--- config.mk ---
export PLATFORM = sky130hd
export DESIGN_NAME = oh_simaligner
export DESIGN_NICKNAME = d
export VERILOG_FILES = /design/src/rtl/oh_simaligner_pkg.sv /design/src/rtl/oh_simaligner_fifo.sv /design/src/rtl/oh_simaligner.sv
export SDC_FILE = /design/constraint.sdc
export NUM_CORES = 1
export LEC_CHECK = 0
export BUFFER_PORTS_ARGS = -buffer_cell sky130_fd_sc_hd__buf_2
export CAP_MARGIN = 20
export CORE_MARGIN = 10
export CORE_UTILIZATION = 44
export DETAILED_ROUTE_END_ITERATION = 7
export GPL_TIMING_DRIVEN = 0
export PLACE_DENSITY = 0.66
export SLEW_MARGIN = 20
export SYNTH_ARGS = -nofsm -noshare
export SYNTH_HDL_FRONTEND = slang
export SYNTH_SLANG_ARGS = --single-unit
--- constraint.sdc ---
create_clock -name clk -period 6.1 [get_ports clk]
set_input_delay 1.22 -clock clk [delete_from_list [all_inputs] [get_ports clk]]
set_output_delay 1.22 -clock clk [all_outputs]
set_load 0.03 [all_outputs]
--- src/rtl/oh_simaligner_pkg.sv ---
// Shared helpers for the simulation aligner stage.
package oh_simaligner_pkg;

   // Bits needed to hold 0..max_val; never narrower than one bit.
   function automatic int unsigned cnt_width(input int unsigned max_val);
      if (max_val == 0) return 1;
      return 32'($clog2(max_val + 1));
   endfunction

endpackage

--- src/rtl/oh_simaligner_fifo.sv ---
// Expected-value queue: circular buffer with one extra pointer bit to tell full from empty.
module oh_simaligner_fifo
   import oh_simaligner_pkg::*;
#(
   parameter int unsigned DW    = 32,
   parameter int unsigned DEPTH = 16
)
(
   input  logic                     clk,
   input  logic                     reset,
   input  logic                     push,
   input  logic                     pop,
   input  logic [DW-1:0]            din,
   output logic [DW-1:0]            dout_c,
   output logic                     full_c,
   output logic                     empty_c,
   output logic [$clog2(DEPTH):0]   count_c
);

   localparam int unsigned AW = $clog2(DEPTH);
   localparam int unsigned PW = AW + 1;

   logic [DW-1:0] mem [DEPTH];
   logic [PW-1:0] wptr;
   logic [PW-1:0] rptr;

   always_ff @(posedge clk or posedge reset) begin
      if (reset) begin
         wptr <= '0;
         rptr <= '0;
      end else begin
         if (push) wptr <= wptr + PW'(1);
         if (pop)  rptr <= rptr + PW'(1);
      end
   end

   // A push into a full queue with a pop lands in the slot being read, after the read.
   always_ff @(posedge clk) begin
      if (push) mem[wptr[AW-1:0]] <= din;
   end

   assign dout_c  = mem[rptr[AW-1:0]];
   assign count_c = wptr - rptr;
   assign empty_c = (wptr == rptr);
   assign full_c  = (wptr[AW] != rptr[AW]) && (wptr[AW-1:0] == rptr[AW-1:0]);

endmodule

--- src/rtl/oh_simaligner.sv ---
// Aligns queued expected values with variable-latency DUT results and drives the checker pair.
module oh_simaligner
   import oh_simaligner_pkg::*;
#(
   parameter int unsigned DW      = 32,
   parameter int unsigned DEPTH   = 16,
   parameter int unsigned TIMEOUT = 1024
)
(
   input  logic                     clk,
   input  logic                     reset,
   input  logic                     ref_valid,
   input  logic [DW-1:0]            ref_data,
   input  logic                     dut_valid,
   input  logic [DW-1:0]            dut_data,
   output logic [DW-1:0]            result,
   output logic [DW-1:0]            reference,
   output logic                     pair_valid,
   output logic [$clog2(DEPTH):0]   count,
   output logic                     overflow,
   output logic                     underflow,
   output logic                     timeout
);

   localparam int unsigned WW = cnt_width(TIMEOUT);
   localparam logic [WW-1:0] WD_MAX = WW'(TIMEOUT);

   logic [DW-1:0] head_c;
   logic          full_c;
   logic          empty_c;
   logic          pop_q_c;
   logic          bypass_c;
   logic          unf_c;
   logic          push_c;
   logic          drop_c;
   logic [WW-1:0] wd;

   // Bypass serves an expected value that arrives with its result into an empty queue.
   always_comb begin
      pop_q_c  = dut_valid & ~empty_c;
      bypass_c = dut_valid & empty_c & ref_valid;
      unf_c    = dut_valid & empty_c & ~ref_valid;
      push_c   = ref_valid & ~bypass_c & (~full_c | pop_q_c);
      drop_c   = ref_valid & full_c & ~pop_q_c;
   end

   oh_simaligner_fifo #(
      .DW    (DW),
      .DEPTH (DEPTH)
   ) u_fifo (
      .clk     (clk),
      .reset   (reset),
      .push    (push_c),
      .pop     (pop_q_c),
      .din     (ref_data),
      .dout_c  (head_c),
      .full_c  (full_c),
      .empty_c (empty_c),
      .count_c (count)
   );

   // Idle cycles copy reference into result so the checker sees equal values.
   always_ff @(posedge clk or posedge reset) begin
      if (reset) begin
         result     <= '0;
         reference  <= '0;
         pair_valid <= 1'b0;
         overflow   <= 1'b0;
         underflow  <= 1'b0;
      end else begin
         pair_valid <= pop_q_c | bypass_c;
         if (pop_q_c | bypass_c) begin
            result    <= dut_data;
            reference <= pop_q_c ? head_c : ref_data;
         end else if (unf_c) begin
            result    <= dut_data;
            reference <= ~dut_data;
         end else begin
            result    <= reference;
         end
         if (drop_c) overflow  <= 1'b1;
         if (unf_c)  underflow <= 1'b1;
      end
   end

   // Watchdog saturates at TIMEOUT; with TIMEOUT=0 it never leaves zero.
   always_ff @(posedge clk or posedge reset) begin
      if (reset) begin
         wd      <= '0;
         timeout <= 1'b0;
      end else if (pop_q_c || empty_c) begin
         wd <= '0;
      end else if (wd != WD_MAX) begin
         wd <= wd + WW'(1);
         if (wd == WD_MAX - WW'(1)) timeout <= 1'b1;
      end
   end

`ifdef CFG_SIM
   always @(posedge overflow)  $display("ERROR: oh_simaligner overflow at %0t", $time);
   always @(posedge underflow) $display("ERROR: oh_simaligner underflow at %0t", $time);
   always @(posedge timeout)   $display("ERROR: oh_simaligner timeout at %0t", $time);
`endif

endmodule

==> results of run 1 <==
-- flip-flops by register name, summed over array words and instances, names as in the netlist --
signal	count
overflow	1
result	32
wd	11
u_fifo.mem	512
u_fifo.wptr	5
reference	32
underflow	1
timeout	1
pair_valid	1
u_fifo.rptr	5
-- layer usage --
| layer | vias to the layer above | part of all wire (%) |
|---|---|---|
| met5 | - | 0 |
| met4 | 0 | 3.2 |
| met3 | 103 | 7.3 |
| met2 | 524 | 49 |
| met1 | 6748 | 41 |
| li1 | 5580 | - |
-- power breakdown --
part           internal (mW)  total (mW)  switching [mW]  leakage (nW)
Combinational           1.62        4.23            2.61          3.07
Clock                   2.27        3.87            1.60          1.01
Sequential              5.03        5.21           0.181          5.69
Total                   8.91        13.3            4.40          9.77
-- worst max path at each step --
stage / from / end / depth (start not counted)
finish: u_fifo.rptr[2] / count[4] / 9
global route: u_fifo.rptr[2] / count[4] / 9
CTS: u_fifo.rptr[2] / count[4] / 9
detailed placement: u_fifo.rptr[2] / u_fifo.mem[3][16] / 12
global placement: u_fifo.rptr[2] / u_fifo.mem[0][20] / 10
floorplan: dut_valid / u_fifo.mem[3][0] / 6
-- cells in the final DEF (no fill, tap or decap), drive strengths merged, types with 2 or more instances in the layout --
master,count
o221ai,32
buf,196
mux2i,63
and2,33
dfrtp,89
inv,15
o22ai,31
clkbuf,131
clkinv,17
nand4,6
edfxtp,512
a22o,31
nor4b,31
clkinvlp,6
nand3,5
bufinv,8
xnor2,14
nor3,5
nor2,25
nand2,138
mux4,98
a21oi,3
a21o,2
nand3b,2
o21ai,34
ha,11
nand2b,4
xor2,8
nor4,2
and4,4
-- worst max-delay path, delay by kind of cell, from the launching register on --
family	cells	cell delay, ns
fa+ha+maj	1	0.40
buf+inv	5	1.59
compound gates	2	0.38
flops	1	0.32
xor+xnor	1	0.16
-- cell type report --
class | instances | area [µm²]
Antenna cell | 1 | 2.50
Buffer | 75 | 365
Clock buffer | 80 | 1670
Clock inverter | 33 | 417
Fill cell | 4167 | 25000
Inverter | 13 | 53.8
Multi-Input combinational cell | 591 | 5580
Sequential cell | 601 | 17600
Tap cell | 688 | 861
Timing Repair Buffer | 172 | 1250
-- logic make-up (layout without fill, tap and decap cells) --
family / count (synthesis) / in the layout / synth area share, %
DFF: 601 / 601 / 74.9
and+or+nand+nor: 258 / 258 / 5.47
muxes: 162 / 162 / 12.1
AOI/OAI and AO/OA: 136 / 136 / 4.13
buffers and inverters: 88 / 373 / 1.76
xor gates and xnor gates: 23 / 23 / 0.916
adders and majority gates: 12 / 12 / 0.671
other: 0 / 1 / 0
==> results.tsv, run 1 <==
metric	value	unit
status	finished, final reports clean	
critical path's largest stage delay	0.71	ns
Design Power	13.3	mW
Top Usage Layer GRT	met2	
Max Cap Violations	0	
GRT met1 Usage	25.0	%
Hold Startpoint	underflow	
GRT Util Overall	19.0	%
Top Ports	141	
DR pass1 iterations	5	
WP data required	4.88	ns
Seq/Total Area, Yosys	74.9	%
Total Wirelength	60400	µm
PwrDens	479	nW/µm²
RSZ-0062 raised after global routing	false	
clk root buf	clkbuf_16	
setup ws final	1.40	ns
WHS Path Cells	1	
post-route setup TNS	0	ns
min-delay worst type	reg2reg	
Post-Layout Cell Count	2254	
hold-fix buffers at CTS	0	
Post-synth EDFFs	512	
#FFs+latches synth	601	
crit path max fanout	10	
Final min period	4.70	ns
CP arrival	3.48	ns
WHS	0.478	ns
Synth warnings	0	
fmax	0.213	GHz
dpl cell area	25700	µm²
Core Util, Final	52.7	%
Place WS	1.58	ns
placed cell count	2139	
crit path capture type	primary output	
syn_area_per_cell	18.4	µm²
worst reg2reg path endpoint	u_fifo.mem[3][19]	
GR Overflow Total	0	
Final Max Slew Viols	0	
Max-slew headroom	30.1	%
clock-pin slew on the worst setup and hold paths	0.07	ns
Buffers on Ports	139	
reg2reg path depth	12	
# H-tree levels	2	
most frequent cell after synthesis	edfxtp_1	
routed wirelength normalized by instance count	26.8	µm
Clock Tree Buf Depth	3	
critical path launch point type	register	
Clock Skews	0.0217	ns
ys async rst share	14.8	%
largest cells by area after synthesis	edfxtp_1 (65%), dfrtp_1 (9.5%), mux4_2 (9.4%)	
Crit path top cell by count	buf_2	
final setup violation count	0	
Synth top area share	65.4	%
post-cts repair resize count	0	
Synth cell types	41	
vias per cell	5.75	
met3 Use GR	3.62	%
via count of the first global-routing pass	13564	
share of cells above drive strength 1	26.1	%
Starting Density	44.5	%
VDD IR-drop max	0.000274	V
dpl hpwl	40100	µm
CTS buffer count	60	
post-synth top area cell	edfxtp_1	
Die H	251	µm
Main synth FF type	edfxtp_1	
row count	84	
routability cong.	0.756	
largest net degree at the start of global routing	63	
P&R area growth vs syn	18.3	%
Final ANT Viol Nets	0	
Tcrit/Tclk final	77.1	%
P_leak	9.77	nW
met2 track demand over resource	30.9	%
Die W	251	µm
synthesized area	23500	µm²
DRC violations left	0	
fin nets	1594	
synth cell count leaders	edfxtp_1 (512), nand2_1 (138), mux4_2 (98), dfrtp_1 (89), mux2i_1 (63)	
final hold violation count	0	
reg-to-reg critical path startpoint	u_fifo.rptr[2]	
Worst Hold Path EP	underflow	
crit-path cells	buf_2 -> buf_4 -> clkbuf_1 -> inv_1 -> ha_1 -> a21o_1 -> a21oi_1 -> xnor2_1 -> buf_2	
Crit-path slowest cell	clkbuf_1	
worst-margin pin slew	1.05	ns
via count	12955	
Clock Latency Late Sink	0.63	ns
die area	63000	µm²
Post-CTS Setup Bufs	0	
DR iter-0 viols	1346	
syn nets	1360	
Final Instance Area	27800	µm²
Post-Syn Instances	1280	
initial antenna violation count	0	
reg2reg setup slack	1.46	ns
CTS sink count	601	
crit path kind	reg2out	
Core Area	52800	µm²
first-pass GRT wire length	89000	µm
TritonCTS clock tree	done	
No activity file was read; power rests on OpenSTA's default activity.
==> inputs of run 2 (changes only) <==
--- a/config.mk
+++ b/config.mk
@@ -5,6 +5,7 @@
 export SDC_FILE = /design/constraint.sdc
 export NUM_CORES = 1
 export LEC_CHECK = 0
+export ABC_AREA = 1
 export BUFFER_PORTS_ARGS = -buffer_cell sky130_fd_sc_hd__buf_2
 export CAP_MARGIN = 20
 export CORE_MARGIN = 10
==> constraint.sdc (replaced) <==
create_clock -name clk -period 4.7 [get_ports clk]
set_input_delay 0.94 -clock clk [delete_from_list [all_inputs] [get_ports clk]]
set_output_delay 0.94 -clock clk [all_outputs]
set_load 0.03 [all_outputs]
==> run 2 against run 1 <==
Against the previous run:
- combinational power grew 63%
- via count grew 37%
- die area increased by 5.8%
- largest power group is now combinational cells
- clock skew is essentially flat
- first-iteration DRC count grew 50%
- critical endpoint is now count[3]
- synthesized cell count increased by 80%
- critical path depth down 1
- global-route usage grew 1.9 points
- hold slack got worse by 0.15 ns
- critical path type unchanged
- synthesized area is 6.3% higher
- register-to-register slack worse by 0.80 ns
==> results.tsv, run 2 <==
metric	value	unit	change
status	finished, final reports clean		unchanged
Crit path top cell by count	buf_2		unchanged
Clock Tree Buf Depth	3		unchanged
Die H	258	µm	was 251 µm
routed wirelength normalized by instance count	21.4	µm	was 26.8 µm
max FFs per register	512		unchanged
adder-cell area share of the yosys netlist	0.631	%	was 0.671%
most frequent cell after synthesis	nand2_1		was edfxtp_1
Max-slew headroom	32.5	%	was 30.1%
Post-Synth Simple-Gate Area	19.2	%	was 5.47%
#FFs+latches synth	601		unchanged
Worst setup startpoint	u_fifo.rptr[2]		unchanged
main combinational cell family by area after synthesis	simple AND/OR/NAND/NOR gates		was multiplexers
clk root buf	clkbuf_16		unchanged
commonest non-fill, non-tap cell in the layout	nand2_1		was edfxtp_1
P&R area growth vs syn	16.1	%	was 18.3%
hold-fix buffers at CTS	0		unchanged
critical path's largest stage delay	0.65	ns	was 0.71 ns
GR Overflow Total	0		unchanged
Die W	258	µm	was 251 µm
reg2reg path depth	12		unchanged
Clock Latency Late Sink	0.65	ns	was 0.63 ns
crit path capture type	primary output		unchanged
WHS	0.330	ns	was 0.478 ns
fin nets	2596		was 1594
Main synth FF type	edfxtp_1		unchanged
post-synth top area cell	edfxtp_1		unchanged
routed wl met3	6810	µm	was 4380 µm
crit path kind	reg2out		unchanged
syn nets	2380		was 1360
DRC violations left	0		unchanged
ys async rst share	14.8	%	unchanged
via count	17705		was 12955
DR pass1 iterations	6		was 5
Post-synth EDFFs	512		unchanged
Post-CTS Setup Bufs	0		unchanged
largest cells by area after synthesis	edfxtp_1 (62%), nand2_1 (9.4%), dfrtp_1 (8.9%)		was edfxtp_1 (65%), dfrtp_1 (9.5%), mux4_2 (9.4%)
row count	87		was 84
Tcrit/Tclk final	88.9	%	
synthesized area	25000	µm²	was 23500 µm²
VDD IR-drop max	0.000496	V	was 0.000274 V
delay-heaviest family, CP	buffers and inverters		unchanged
final hold violation count	0		unchanged
Post-Syn Instances	2300		was 1280
initial antenna violation count	5		was 0
syn_area_per_cell	10.9	µm²	was 18.4 µm²
Synth warnings	0		unchanged
synth cell count leaders	nand2_1 (627), edfxtp_1 (512), nor2_1 (376), nand3_1 (192), o21ai_0 (152)		was edfxtp_1 (512), nand2_1 (138), mux4_2 (98), dfrtp_1 (89), mux2i_1 (63)
CP arrival	3.24	ns	was 3.48 ns
Core Util, Final	51.5	%	was 52.7%
clock-pin slew on the worst setup and hold paths	0.06	ns	was 0.07 ns
Core Area	56300	µm²	was 52800 µm²
die area	66700	µm²	was 63000 µm²
placed cell count	3212		was 2139
via count of the first global-routing pass	17175		was 13564
vias per cell	5.33		was 5.75
mux contribution to synthesized area	0	%	was 12.1%
Top Ports	141		unchanged
DR top layer	met5		was met4
Buffers on Ports	139		unchanged
WP data required	3.76	ns	was 4.88 ns
TritonCTS clock tree	done		unchanged
largest net degree at the start of global routing	54		was 63
Final Max Slew Viols	0		unchanged
Crit-path slowest cell	clkbuf_1		unchanged
post-route setup TNS	0	ns	unchanged
GRT Util Overall	20.8	%	was 19.0%
CTS sink count	601		unchanged
M1 wire length	28000	µm	was 24700 µm
crit path max fanout	10		unchanged
Total Wirelength	71000	µm	was 60400 µm
Starting Density	44.4	%	was 44.5%
Final Instance Area	29000	µm²	was 27800 µm²
dpl cell area	27100	µm²	was 25700 µm²
fmax	0.239	GHz	
first-pass GRT wire length	105000	µm	was 89000 µm
min-delay worst type	in2async		was reg2reg
post-cts repair resize count	0		unchanged
dpl hpwl	49200	µm	was 40100 µm
metal2 WL	33400	µm	was 29400 µm
reg2reg setup slack	0.66	ns	was 1.46 ns
P_leak	11.4	nW	was 9.77 nW
critical path launch point type	register		unchanged
Final ANT Viol Nets	0		unchanged
DR iter-0 viols	2025		was 1346
Max Cap Violations	0		unchanged
RSZ-0062 raised after global routing	false		unchanged
CP Buf/Inv Count	4		was 5
worst reg2reg path endpoint	u_fifo.mem[10][18]		was u_fifo.mem[3][19]
routability cong.	0.862		was 0.756
Synth cell types	33		was 41
CTS buffer count	58		was 60
Post-Layout Cell Count	3321		was 2254
crit-path cells	buf_2 -> inv_1 -> clkbuf_1 -> ha_1 -> a21oi_1 -> o21ai_0 -> xor2_1 -> buf_2		was buf_2 -> buf_4 -> clkbuf_1 -> inv_1 -> ha_1 -> a21o_1 -> a21oi_1 -> xnor2_1 -> buf_2
reg-to-reg critical path startpoint	u_fifo.rptr[2]		unchanged
PwrDens	625	nW/µm²	was 479 nW/µm²
worst-margin pin slew	1.01	ns	was 1.05 ns
share of cells above drive strength 1	13.3	%	was 26.1%
Seq/Total Area, Yosys	70.5	%	was 74.9%
most used cells in the layout excluding fill and tap cells	nand2_1 (627), edfxtp_1 (512), nor2_1 (361)		was edfxtp_1 (512), buf_2 (146), nand2_1 (138)
final setup violation count	0		unchanged
Synth top area share	61.6	%	was 65.4%
# H-tree levels	2		unchanged
Clock Skews	0.0220	ns	was 0.0217 ns
Final min period	4.18	ns	
xor-xnor portion of the synthesized cell area	0.491	%	was 0.916%
compound-gate portion of the synthesized area	5.02	%	was 4.13%
-- run 2: cell types whose count changed after synthesis, moves of 31 or more --
cell	delta
a21oi_1	+81
a22o_1	-31
and2_1	-33
buf_2	+44
inv_1	+78
mux2i_1	-63
mux4_2	-98
nand2_1	+489
nand3_1	+187
nor2_1	+351
nor4b_1	-31
o21ai_0	+120
o221ai_1	-32
o22ai_1	-31
-- run 2: metal layers --
metal  global-route usage, %  up-vias
met5                       0        -
met4                    8.43        6
met3                    4.25      153
met2                    34.2      883
met1                    26.9     8477
li1                        -     8186
-- run 2: worst max-delay path by stage --
stage | end | slack, ns | cells past startpoint
finish | count[3] | 0.52 | 8
global route | count[3] | 0.38 | 8
CTS | count[3] | 0.54 | 8
detailed placement | u_fifo.mem[8][17] | 0.72 | 12
global placement | u_fifo.mem[8][17] | -1.19 | 12
floorplan | u_fifo.mem[11][0] | 1.10 | 11
-- run 2: kinds of logic (layout without fill, tap and decap cells) --
group	after synthesis	after routing
other cells	0	3
fa+ha+maj	12	12
buf+inv	220	482
flops	601	601
simple gates	1207	1207
xor+xnor	14	14
compound gates	246	246
-- run 2: per-stage QoR --
step	power [mW]	setup WS, ns
6_report	18.1	0.520
5_1_grt	19.0	0.380
4_1_cts	18.1	0.538
3_5_place_dp	13.6	0.721
2_1_floorplan	10.9	1.10
3_3_place_gp	13.3	-1.19
-- run 2: power breakdown --
part / leakage [nW] / internal [mW] / switching (mW)
Clock: 0.911 / 2.59 / 2.01
Combinational: 4.79 / 1.87 / 5.01
Sequential: 5.70 / 6.45 / 0.206
-- run 2: area by class of cell --
type	instances	area [µm²]
Antenna cell	3	7.51
Buffer	125	672
Clock buffer	69	1530
Clock inverter	37	324
Fill cell	4853	27300
Inverter	95	362
Multi-Input combinational cell	1479	6450
Sequential cell	601	17600
Tap cell	756	946
Timing Repair Buffer	156	1100
